--- src/rtl/reorder_buffer_pkg.sv ---
// Shared types and sizes for the reorder buffer.
// Entry layout, type codes and the mispredict helper.
package reorder_buffer_pkg;

  localparam int ROB_DEPTH = 16;
  localparam int ROB_IDX_W = 4;
  localparam int XLEN      = 32;
  localparam int REG_IDX_W = 5;
  localparam int ROB_CNT_W = ROB_IDX_W + 1;

  typedef enum logic [1:0] {
    ROB_TYPE_ALU    = 2'd0,
    ROB_TYPE_STORE  = 2'd1,
    ROB_TYPE_BRANCH = 2'd2
  } rob_type_e;

  typedef struct packed {
    logic                 valid;
    logic                 ready;
    rob_type_e            typ;
    logic [REG_IDX_W-1:0] rd;
    logic                 pred;
    logic                 taken;
    logic [XLEN-1:0]      value;
    logic [XLEN-1:0]      target;
  } rob_entry_t;

  function automatic logic is_mispredict(
    input rob_entry_t e
  );
    return (e.typ == ROB_TYPE_BRANCH)
        && (e.taken != e.pred);
  endfunction

  function automatic logic writes_reg(
    input rob_entry_t e
  );
    return (e.typ != ROB_TYPE_STORE)
        && (e.rd != '0);
  endfunction

endpackage

--- src/rtl/reorder_buffer_query.sv ---
// Operand tag lookup into the reorder buffer.
// ROB_BYPASS_EN forwards a same-cycle CDB result.
module reorder_buffer_query
  import reorder_buffer_pkg::*;
(
  input  logic [ROB_IDX_W-1:0] dest_in,
  input  logic [ROB_DEPTH-1:0] valid_in,
  input  logic [ROB_DEPTH-1:0] ready_in,
  input  logic [XLEN-1:0]      value_in [ROB_DEPTH],
`ifdef ROB_BYPASS_EN
  input  logic                 cdb_en_in,
  input  logic [ROB_IDX_W-1:0] cdb_dest_in,
  input  logic [XLEN-1:0]      cdb_value_in,
`endif
  output logic                 ready_out,
  output logic [XLEN-1:0]      value_out
);

  logic hit_valid;

  assign hit_valid = valid_in[dest_in];

  // Select stored entry state, optionally overridden by the CDB.
  always_comb begin
    ready_out = hit_valid && ready_in[dest_in];
    value_out = value_in[dest_in];
`ifdef ROB_BYPASS_EN
    if (cdb_en_in && hit_valid
        && (cdb_dest_in == dest_in)) begin
      ready_out = 1'b1;
      value_out = cdb_value_in;
    end
`endif
  end

endmodule

--- src/rtl/reorder_buffer.sv ---
// Circular in-order retirement queue (Tomasulo ROB).
// Optional macro ROB_BYPASS_EN: same-cycle CDB forward.
module reorder_buffer
  import reorder_buffer_pkg::*;
(
  input  logic                 clk_in,
  input  logic                 rst_in,
  input  logic                 rdy_in,
  input  logic                 dispatcher_en_in,
  input  logic [REG_IDX_W-1:0] dispatcher_rd_in,
  input  logic [1:0]           dispatcher_type_in,
  input  logic                 dispatcher_pred_in,
  output logic [ROB_IDX_W-1:0] rob_tail_out,
  output logic                 rob_full_out,
  input  logic [ROB_IDX_W-1:0] query1_dest_in,
  output logic                 query1_ready_out,
  output logic [XLEN-1:0]      query1_value_out,
  input  logic [ROB_IDX_W-1:0] query2_dest_in,
  output logic                 query2_ready_out,
  output logic [XLEN-1:0]      query2_value_out,
  input  logic                 cdb_en_in,
  input  logic [ROB_IDX_W-1:0] cdb_dest_in,
  input  logic [XLEN-1:0]      cdb_value_in,
  input  logic                 cdb_taken_in,
  input  logic [XLEN-1:0]      cdb_target_in,
  output logic                 register_en_out,
  output logic [REG_IDX_W-1:0] register_reg_pos_out,
  output logic [ROB_IDX_W-1:0] register_dest_out,
  output logic [XLEN-1:0]      register_value_out,
  output logic                 lsb_commit_en_out,
  output logic [ROB_IDX_W-1:0] lsb_commit_dest_out,
  output logic                 flush_out,
  output logic [XLEN-1:0]      flush_pc_out
);

  localparam logic [ROB_CNT_W-1:0] FULL_CNT =
    ROB_CNT_W'(ROB_DEPTH);

  rob_entry_t           ent_q [ROB_DEPTH];
  rob_entry_t           ent_d [ROB_DEPTH];
  logic [ROB_IDX_W-1:0] head_q, head_d;
  logic [ROB_IDX_W-1:0] tail_q, tail_d;
  logic [ROB_CNT_W-1:0] count_q, count_d;

  logic                 reg_en_q, reg_en_d;
  logic [REG_IDX_W-1:0] reg_pos_q, reg_pos_d;
  logic [ROB_IDX_W-1:0] reg_dest_q, reg_dest_d;
  logic [XLEN-1:0]      reg_val_q, reg_val_d;
  logic                 lsb_en_q, lsb_en_d;
  logic [ROB_IDX_W-1:0] lsb_dest_q, lsb_dest_d;
  logic                 flush_q, flush_d;
  logic [XLEN-1:0]      flush_pc_q, flush_pc_d;

  rob_entry_t           head_ent;
  logic                 full;
  logic                 do_alloc;
  logic                 do_commit;
  logic                 mispredict;

  logic [ROB_DEPTH-1:0] valid_vec;
  logic [ROB_DEPTH-1:0] ready_vec;
  logic [XLEN-1:0]      value_vec [ROB_DEPTH];

  assign head_ent = ent_q[head_q];
  assign full     = (count_q == FULL_CNT);

  // Flatten entry state for the query ports.
  always_comb begin
    for (int i = 0; i < ROB_DEPTH; i++) begin
      valid_vec[i] = ent_q[i].valid;
      ready_vec[i] = ent_q[i].ready;
      value_vec[i] = ent_q[i].value;
    end
  end

  // Dispatch, writeback, in-order commit and flush.
  always_comb begin
    ent_d      = ent_q;
    head_d     = head_q;
    tail_d     = tail_q;
    count_d    = count_q;
    reg_en_d   = 1'b0;
    reg_pos_d  = '0;
    reg_dest_d = '0;
    reg_val_d  = '0;
    lsb_en_d   = 1'b0;
    lsb_dest_d = '0;
    flush_d    = 1'b0;
    flush_pc_d = '0;
    do_alloc   = 1'b0;
    do_commit  = 1'b0;
    mispredict = 1'b0;
    if (rdy_in) begin
      do_commit = (count_q != '0)
               && head_ent.valid
               && head_ent.ready;
      mispredict = do_commit
                && is_mispredict(head_ent);
      do_alloc = dispatcher_en_in && !full;

      if (cdb_en_in && ent_q[cdb_dest_in].valid) begin
        ent_d[cdb_dest_in].ready  = 1'b1;
        ent_d[cdb_dest_in].value  = cdb_value_in;
        ent_d[cdb_dest_in].taken  = cdb_taken_in;
        ent_d[cdb_dest_in].target = cdb_target_in;
      end

      if (do_alloc) begin
        ent_d[tail_q].valid  = 1'b1;
        ent_d[tail_q].ready  = 1'b0;
        ent_d[tail_q].typ    =
          rob_type_e'(dispatcher_type_in);
        ent_d[tail_q].rd     = dispatcher_rd_in;
        ent_d[tail_q].pred   = dispatcher_pred_in;
        ent_d[tail_q].taken  = 1'b0;
        ent_d[tail_q].value  = '0;
        ent_d[tail_q].target = '0;
      end

      if (do_commit) begin
        ent_d[head_q].valid = 1'b0;
        ent_d[head_q].ready = 1'b0;
        head_d = head_q + 1'b1;
        if (writes_reg(head_ent)) begin
          reg_en_d   = 1'b1;
          reg_pos_d  = head_ent.rd;
          reg_dest_d = head_q;
          reg_val_d  = head_ent.value;
        end
        if (head_ent.typ == ROB_TYPE_STORE) begin
          lsb_en_d   = 1'b1;
          lsb_dest_d = head_q;
        end
      end

      tail_d  = tail_q + ROB_IDX_W'(do_alloc);
      count_d = count_q
              + ROB_CNT_W'(do_alloc)
              - ROB_CNT_W'(do_commit);

      if (mispredict) begin
        for (int i = 0; i < ROB_DEPTH; i++) begin
          ent_d[i].valid = 1'b0;
          ent_d[i].ready = 1'b0;
        end
        head_d     = '0;
        tail_d     = '0;
        count_d    = '0;
        flush_d    = 1'b1;
        flush_pc_d = head_ent.target;
      end
    end
  end

  // State and registered commit/flush pulses.
  always_ff @(posedge clk_in) begin
    if (rst_in) begin
      for (int i = 0; i < ROB_DEPTH; i++) begin
        ent_q[i] <= '0;
      end
      head_q     <= '0;
      tail_q     <= '0;
      count_q    <= '0;
      reg_en_q   <= 1'b0;
      reg_pos_q  <= '0;
      reg_dest_q <= '0;
      reg_val_q  <= '0;
      lsb_en_q   <= 1'b0;
      lsb_dest_q <= '0;
      flush_q    <= 1'b0;
      flush_pc_q <= '0;
    end else begin
      ent_q      <= ent_d;
      head_q     <= head_d;
      tail_q     <= tail_d;
      count_q    <= count_d;
      reg_en_q   <= reg_en_d;
      reg_pos_q  <= reg_pos_d;
      reg_dest_q <= reg_dest_d;
      reg_val_q  <= reg_val_d;
      lsb_en_q   <= lsb_en_d;
      lsb_dest_q <= lsb_dest_d;
      flush_q    <= flush_d;
      flush_pc_q <= flush_pc_d;
    end
  end

  assign rob_tail_out         = tail_q;
  assign rob_full_out         = full;
  assign register_en_out      = reg_en_q;
  assign register_reg_pos_out = reg_pos_q;
  assign register_dest_out    = reg_dest_q;
  assign register_value_out   = reg_val_q;
  assign lsb_commit_en_out    = lsb_en_q;
  assign lsb_commit_dest_out  = lsb_dest_q;
  assign flush_out            = flush_q;
  assign flush_pc_out         = flush_pc_q;

  reorder_buffer_query u_query1 (
    .dest_in      (query1_dest_in),
    .valid_in     (valid_vec),
    .ready_in     (ready_vec),
    .value_in     (value_vec),
`ifdef ROB_BYPASS_EN
    .cdb_en_in    (cdb_en_in),
    .cdb_dest_in  (cdb_dest_in),
    .cdb_value_in (cdb_value_in),
`endif
    .ready_out    (query1_ready_out),
    .value_out    (query1_value_out)
  );

  reorder_buffer_query u_query2 (
    .dest_in      (query2_dest_in),
    .valid_in     (valid_vec),
    .ready_in     (ready_vec),
    .value_in     (value_vec),
`ifdef ROB_BYPASS_EN
    .cdb_en_in    (cdb_en_in),
    .cdb_dest_in  (cdb_dest_in),
    .cdb_value_in (cdb_value_in),
`endif
    .ready_out    (query2_ready_out),
    .value_out    (query2_value_out)
  );

endmodule

--- config.mk ---
export PLATFORM = sky130hd
export DESIGN_NAME = reorder_buffer
export DESIGN_NICKNAME = d
export VERILOG_FILES = /design/src/rtl/reorder_buffer_pkg.sv /design/src/rtl/reorder_buffer_query.sv /design/src/rtl/reorder_buffer.sv
export SDC_FILE = /design/constraint.sdc
export NUM_CORES = 2
export LEC_CHECK = 0
export ABC_CLOCK_PERIOD_IN_PS = 3300
export CAP_MARGIN = 25
export CORE_MARGIN = 1.5
export CORE_UTILIZATION = 45
export CTS_CLUSTER_SIZE = 24
export DETAILED_ROUTE_END_ITERATION = 10
export PLACE_DENSITY = 0.68
export SETUP_SLACK_MARGIN = 0.2
export SYNTH_ARGS = -nofsm -noshare
export SYNTH_HDL_FRONTEND = slang
export SYNTH_HIERARCHICAL = 1
export SYNTH_SLANG_ARGS = --single-unit
--- constraint.sdc ---
create_clock -name clk_in -period 3.3 [get_ports clk_in]
set_input_delay 0.66 -clock clk_in [delete_from_list [all_inputs] [get_ports clk_in]]
set_output_delay 0.66 -clock clk_in [all_outputs]
set_load 0.01 [all_outputs]
### After elaboration in Yosys (flattened, before gate mapping)

Index checks and enable logic that the tools add are counted.

| operators by class | value |
|---|---|
| bitwise logic cells | 10 |
| mux-type cells | 90 |
| equality and inequality tests | 5 |
| add/subtract/negate cells | 4 |
| order comparisons | 10 |
| reduce and logical (&&, ||, !) cells | 22 |

Operators by type and width:

| kind | count |
|---|---|
| bitwise mux 1200 bit | 14 |
| 2-to-1 mux 1200 bit | 5 |
| demux 75 bit (select 4 bit) | 14 |
| binary-select mux 75 bit (select 4 bit) | 2 |
| 2-to-1 mux 75 bit | 6 |
| binary-select mux 32 bit (select 4 bit) | 2 |
| 2-to-1 mux 74 bit | 3 |
| 2-to-1 mux 32 bit | 6 |
| 2-to-1 mux 65 bit | 2 |
| 2-to-1 mux 64 bit | 2 |
| 2-to-1 mux 73 bit | 1 |
| 2-to-1 mux 71 bit | 1 |
| 2-to-1 mux 66 bit | 1 |
| 2-to-1 mux 2 bit | 16 |
| greater-or-equal comparator 5 bit, second input constant | 5 |
| inverter 4 -> 5 bit | 5 |
| binary-select mux 1 bit (select 4 bit) | 4 |
| less-than comparator 5 x 1 -> 1 bit, second input constant | 3 |
| logical AND 1 bit | 12 |
| 2-to-1 mux 4 bit | 3 |
| less-than comparator 4 x 5 -> 1 bit, second input constant | 2 |
| nonzero test 5 bit | 2 |
| OR reduction 4 bit | 2 |
| 2-to-1 mux 1 bit | 7 |
| other kinds (16) | 21 |

| storage, ports and cells | value |
|---|---|
| logic and storage cells | 280 |
| output and inout port bits | 151 |
| bits of input ports | 90 |
| register bits | 1293 |

### Depth between registers and ports, before layout

| depth | value |
|---|---|
| word-level depth | 25 |
| mapped depth | 18 |
| gate-level depth less buffers | 16 |

### Hierarchy

Netlist, hierarchy kept.

Modules (own cells, without submodules):

| module | cells each | times used | sequential area each (um^2) | area an instance (um^2) |
|---|---|---|---|---|
| reorder_buffer | 5298 | 1 | 25884.8 | 53156.0 |
| reorder_buffer_query | 236 | 2 | 0.0 | 4058.9 |

### Least setup slack after synthesis

OpenSTA, ideal clock, no wires.

| timing path | value |
|---|---|
| kind | flip-flop to flip-flop |
| start | register head_q[0] |
| end | register count_q[4] |
| data required time | 3230 ps |
| setup slack | 96 ps |
| cell stages (with the launch flop) | 19 |
| buffers on the path | 3 |
| clock period less this slack | 3204 ps |
| arrival time | 3133 ps |
| setup time | 70 ps |
| cell sequence | dfxtp_1 > buf_6 > buf_6 > buf_4 > inv_2 > mux4_2 > a22oi_1 > nand3_2 > inv_2 > ha_1 > inv_1 > ha_1 > fa_1 > a21oi_1 > nor2_1 > nor2_1 > xnor2_1 > nand3_1 > a21oi_1 |

| on the way | value |
|---|---|
| cells in the longest elaborated chain, start to end | 8 |
| elaborated cells on any way between the ends | 12 |
| those cells by class | add/sub: 1; eq/ne: 2; mux: 4; bitwise: 1; reduce/logical: 4 |

Ends and longest elaborated chain:

| what | RTL line | text |
|---|---|---|
| start: declaration | reorder_buffer.sv:41 | `logic [ROB_IDX_W-1:0] head_q, head_d;` |
| start signal: assignment | reorder_buffer.sv:161 | `head_q <= '0;` |
| start signal: assignment | reorder_buffer.sv:174 | `head_q <= head_d;` |
| inverter 4 -> 5 bit (not written as such) * | reorder_buffer.sv:64 | `assign head_ent = ent_q[head_q];` |
| binary-select mux 75 bit (select 4 bit) * | reorder_buffer.sv:64 |  |
| 2-to-1 mux 75 bit (not written as such) * (2 in a row) | reorder_buffer.sv:64 |  |
| logical AND 1 bit, or another cell as far along | reorder_buffer.sv:95 | `&& head_ent.valid` |
| logical AND 1 bit, on equally long branches | reorder_buffer.sv:96, reorder_buffer_pkg.sv:32 |  |
| subtractor 5 x 1 -> 5 bit / logical AND 1 bit (equally long branches) | reorder_buffer.sv:139, reorder_buffer.sv:98 |  |
| 2-to-1 mux 5 bit * | reorder_buffer.sv:141 | `if (mispredict) begin` |
| end signal: assignment | reorder_buffer.sv:176 | `count_q <= count_d;` |
| end: declaration | reorder_buffer.sv:43 | `logic [ROB_CNT_W-1:0] count_q, count_d;` |

Mark *: on every way between the ends. The rest lies on a longest branch, timed or not. The select of a mux whose other input is x is not followed.
A chain may end at the register's enable or synchronous reset.

### Worst setup path after layout

| timing path | value |
|---|---|
| start | input query2_dest_in[0] |
| end | output query2_value_out[1] |

| on the way | value |
|---|---|
| cells in the longest elaborated chain, start to end | 4 |

Ends and longest elaborated chain:

| what | RTL line | text |
|---|---|---|
| start: declaration | reorder_buffer.sv:18 | `input logic [ROB_IDX_W-1:0] query2_dest_in,` |
| inverter 4 -> 5 bit (not written as such) | reorder_buffer_query.sv:26 | `value_out = value_in[dest_in];` |
| binary-select mux 32 bit (select 4 bit) | reorder_buffer_query.sv:26 |  |
| 2-to-1 mux 32 bit (not written as such) (2 in a row) | reorder_buffer_query.sv:26 |  |
| end: declaration | reorder_buffer.sv:20 | `output logic [XLEN-1:0] query2_value_out,` |

Every way passes these cells. The select of a mux whose other input is x is not followed.

==> impl_metrics.toml <==
[synthesis]
synthFlopType = "dfxtp_1"
netlist_top_cells_area = "dfxtp_1 (42%), mux4_2 (25%), a22oi_1 (10%)"
synth-seq-area-share_pct = 42.2
synth_edf_count = 0
synth_area_per_cell_um2 = 10.6
yosys.area.top_type = "dfxtp_1"
yosysTopAreaCellShare_pct = 42.2
yosysMostFrequentCell = "dfxtp_1"
netlist_area_um2 = 61300
yosys-top-cells-count = "dfxtp_1 (1293), nor2_1 (1041), a22oi_1 (850)"
synth_cell_types = 58
synth_nets = 5873
synth-seq-cells = 1293
async_flop_share_pct = 0
yosys_warnings = 6
synthCells = 5770

[floorplanning]
dieHeight_um = 372
fp-row-count = 135
start_util_pct = 45.3
fp.dieW_um = 372
dieArea_um2 = 138000
pin_count = 241
core_um2 = 135000

[routing]
post_drt_via_cell_ratio = 6.71
vias = 51900
finalWirelength_um = 227000
firstDrtPassIters = 8
antenna_left = 0
drt_iter0_markers = 7919
drcViolationCount = 0
wire_per_inst_um = 29.3

[placement]
place_area_um2 = 67700
hpwl_um = 138000
place_congestion = 0.954
port_buffers = 240

[sta]
finalClockSkew_ns = 0.0355
tns_ns = 0
tightest_slew_ns = 1.16
slew_headroom_pct = 22.5
fin_crit_ns = 3.10
finalCritPeriodShare_pct = 93.8
rsz0062_at_grt = "true"
hold_viol = 0
fin_worst_hold_slack_ns = 0.277
setup_viol = 0
fmax_mhz = 323
drv_slew = 0

[min_path]
min_path_cells = 2
hp-start = "rst_in"
hold_class = "in -> reg"
whs_endpoint = "count_q[1]"

[grt]
antenna_found_initial = 27
grt_pass1_vias = 49800
grt_pass1_wl_um = 332000
grt_usage_pct = 32.1
grt_start_max_net_pins = 246
grt_overflow_total = 0

[critical_path]
startpoint_type = "input pin"
crit_path_max_fanout = 18
cp_cell_sequence = "buf_16 -> buf_16 -> buf_6 -> mux4_2 -> mux4_2 -> buf_2"
r2r_start = "head_q[1]"
endpoint_kind = "output port"
crit_family = "multiplexers"
reg2regPathDepth = 8
critPathMaxStageDelay_ns = 0.53
cp_slowest_cell = "mux4_2"
required_ns = 2.64
criticalPathCategory = "in -> out"
crit_buf_inv = 4
worst-r2r-setup-slack_ns = 0.25
worstPathArrival_ns = 2.44
reg2reg_to = "register_value_out[2]"

[clock_tree]
cts_max_level = 4
clkSinkCount = 1293
cts_tree = "built"
numCtsBuffers = 141
clock_path_buffers = 3
clk_latency_ns = 0.81
cts-root-buf = "clkbuf_16"
clkTransAtPathRegs_ns = 0.06

[pwr]
power_w = 0.0336
p_per_area_nw_per_um2 = 461
ir_drop_mv = 0.517
leakagePower_nw = 24.9

[job]
drv_cap = 0

[layout]
drive_gt1_share_pct = 23.9
syn_to_final_growth_pct = 18.9
num-nets-final = 5939
final_cell_area_um2 = 72800

[status]
status = "finished clean"
[cells by family after synthesis]
logic type | after synthesis | synth area share, %
compound gates | 1187 | 13.5
xor+xnor | 6 | 0.0858
fa+ha+maj | 13 | 0.278
buf+inv | 703 | 4.77
flops | 1293 | 42.2
mux | 819 | 27.4
simple gates | 1749 | 11.7
[placed cells by master, fill, tap and decap left out, drive strengths merged, types with 7 or more instances in the layout]
master         count
nand3             44
diode             13
mux2i            130
nor3              37
nand2b             9
mux4             689
clkdlybuf4s50    164
dfxtp           1293
ha                12
and3              37
clkinv            27
a21oi            238
nand3b             8
nand2            465
and2              24
nor2            1042
a22oi            850
buf              391
a211oi            24
nor2b             44
o21ai             33
clkbuf           220
inv               30
o211ai             7
a31oi              7
clkdlybuf4s15     24
nand4             10
dlygate4sd2       10
[repair_timing]
| action | CTS | global route |
|---|---|---|
| setup buffers | 2 | 13 |
| hold buffers | 0 | 0 |
| setup endpoints to repair | 67 | 77 |
| resized for setup | 172 | 61 |
| gates cloned | 3 | 2 |
| pin swaps | 6 | 9 |
[power by group]
group,internal [W],switching [W],total (W),leakage [nW]
clock,0.00928,0.00687,0.0161,2.32
combinational,0.000597,0.00118,0.00177,12.1
sequential,0.0156,0.0000231,0.0157,10.4
total,0.0255,0.00807,0.0336,24.9
[worst reg2reg max path, cell delays in order (launching register included)]
cell	delay, ns
dfxtp_4	0.46
buf_16	0.23
mux4_2	0.53
mux4_2	0.48
or4_4	0.56
o21ai_4	0.20
buf_12	0.22
nor2b_1	0.11
buf_4	0.16
[per-layer routing]
layer	part of all wire (%)	vias up	track usage, %
li1	-	21600	-
met1	36	25700	40.6
met2	45	3714	49.1
met3	13	876	9.31
met4	6.5	28	17.9
met5	0.14	-	0.664
[final cells by class]
cell class              instances  area, um^2
fillers                     11400       62500
multi-input cells            3774       32900
flip-flops and latches       1293       25900
repair buffers                607        6950
clock buffers                 203        4190
well taps                    1781        2230
clock inverters                49         518
inverters                      19        86.3
diodes                         13        32.5
[metrics by stage]
stage / setup slack, ns / cells / util (%)
after floorplan: 0.205 / 5770 / -
after global placement: -0.396 / 7453 / 50.1
after detailed placement: -0.443 / 7453 / 50.1
after CTS: 0.0366 / 7710 / 53.6
after global routing: 0.133 / 7735 / 53.8
final: 0.205 / 7739 / 53.8
[registers in the layout, indices dropped and copies added, names as in the netlist, named ones only]
name	cells
count_q	5
ent_q	1072
flush_out	1
flush_pc_out	32
head_q	4
lsb_commit_dest_out	4
lsb_commit_en_out	1
register_dest_out	4
register_en_out	1
register_reg_pos_out	5
register_value_out	32
rob_tail_out	4
[how the worst max path moves through the flow]
stage | end | slack, ns | cells after the start | startpoint
final | query2_value_out[1] | 0.20 | 6 | query2_dest_in[0]
after detailed placement | query1_ready_out | -0.44 | 9 | query1_dest_in[0]
after global placement | query1_ready_out | -0.40 | 9 | query1_dest_in[0]
after global routing | count_q[4] | 0.13 | 15 | head_q[1]
after floorplan | count_q[4] | 0.20 | 18 | head_q[0]
after CTS | query1_ready_out | 0.04 | 7 | ent_q[299]
(Power assumes the default switching activity.)
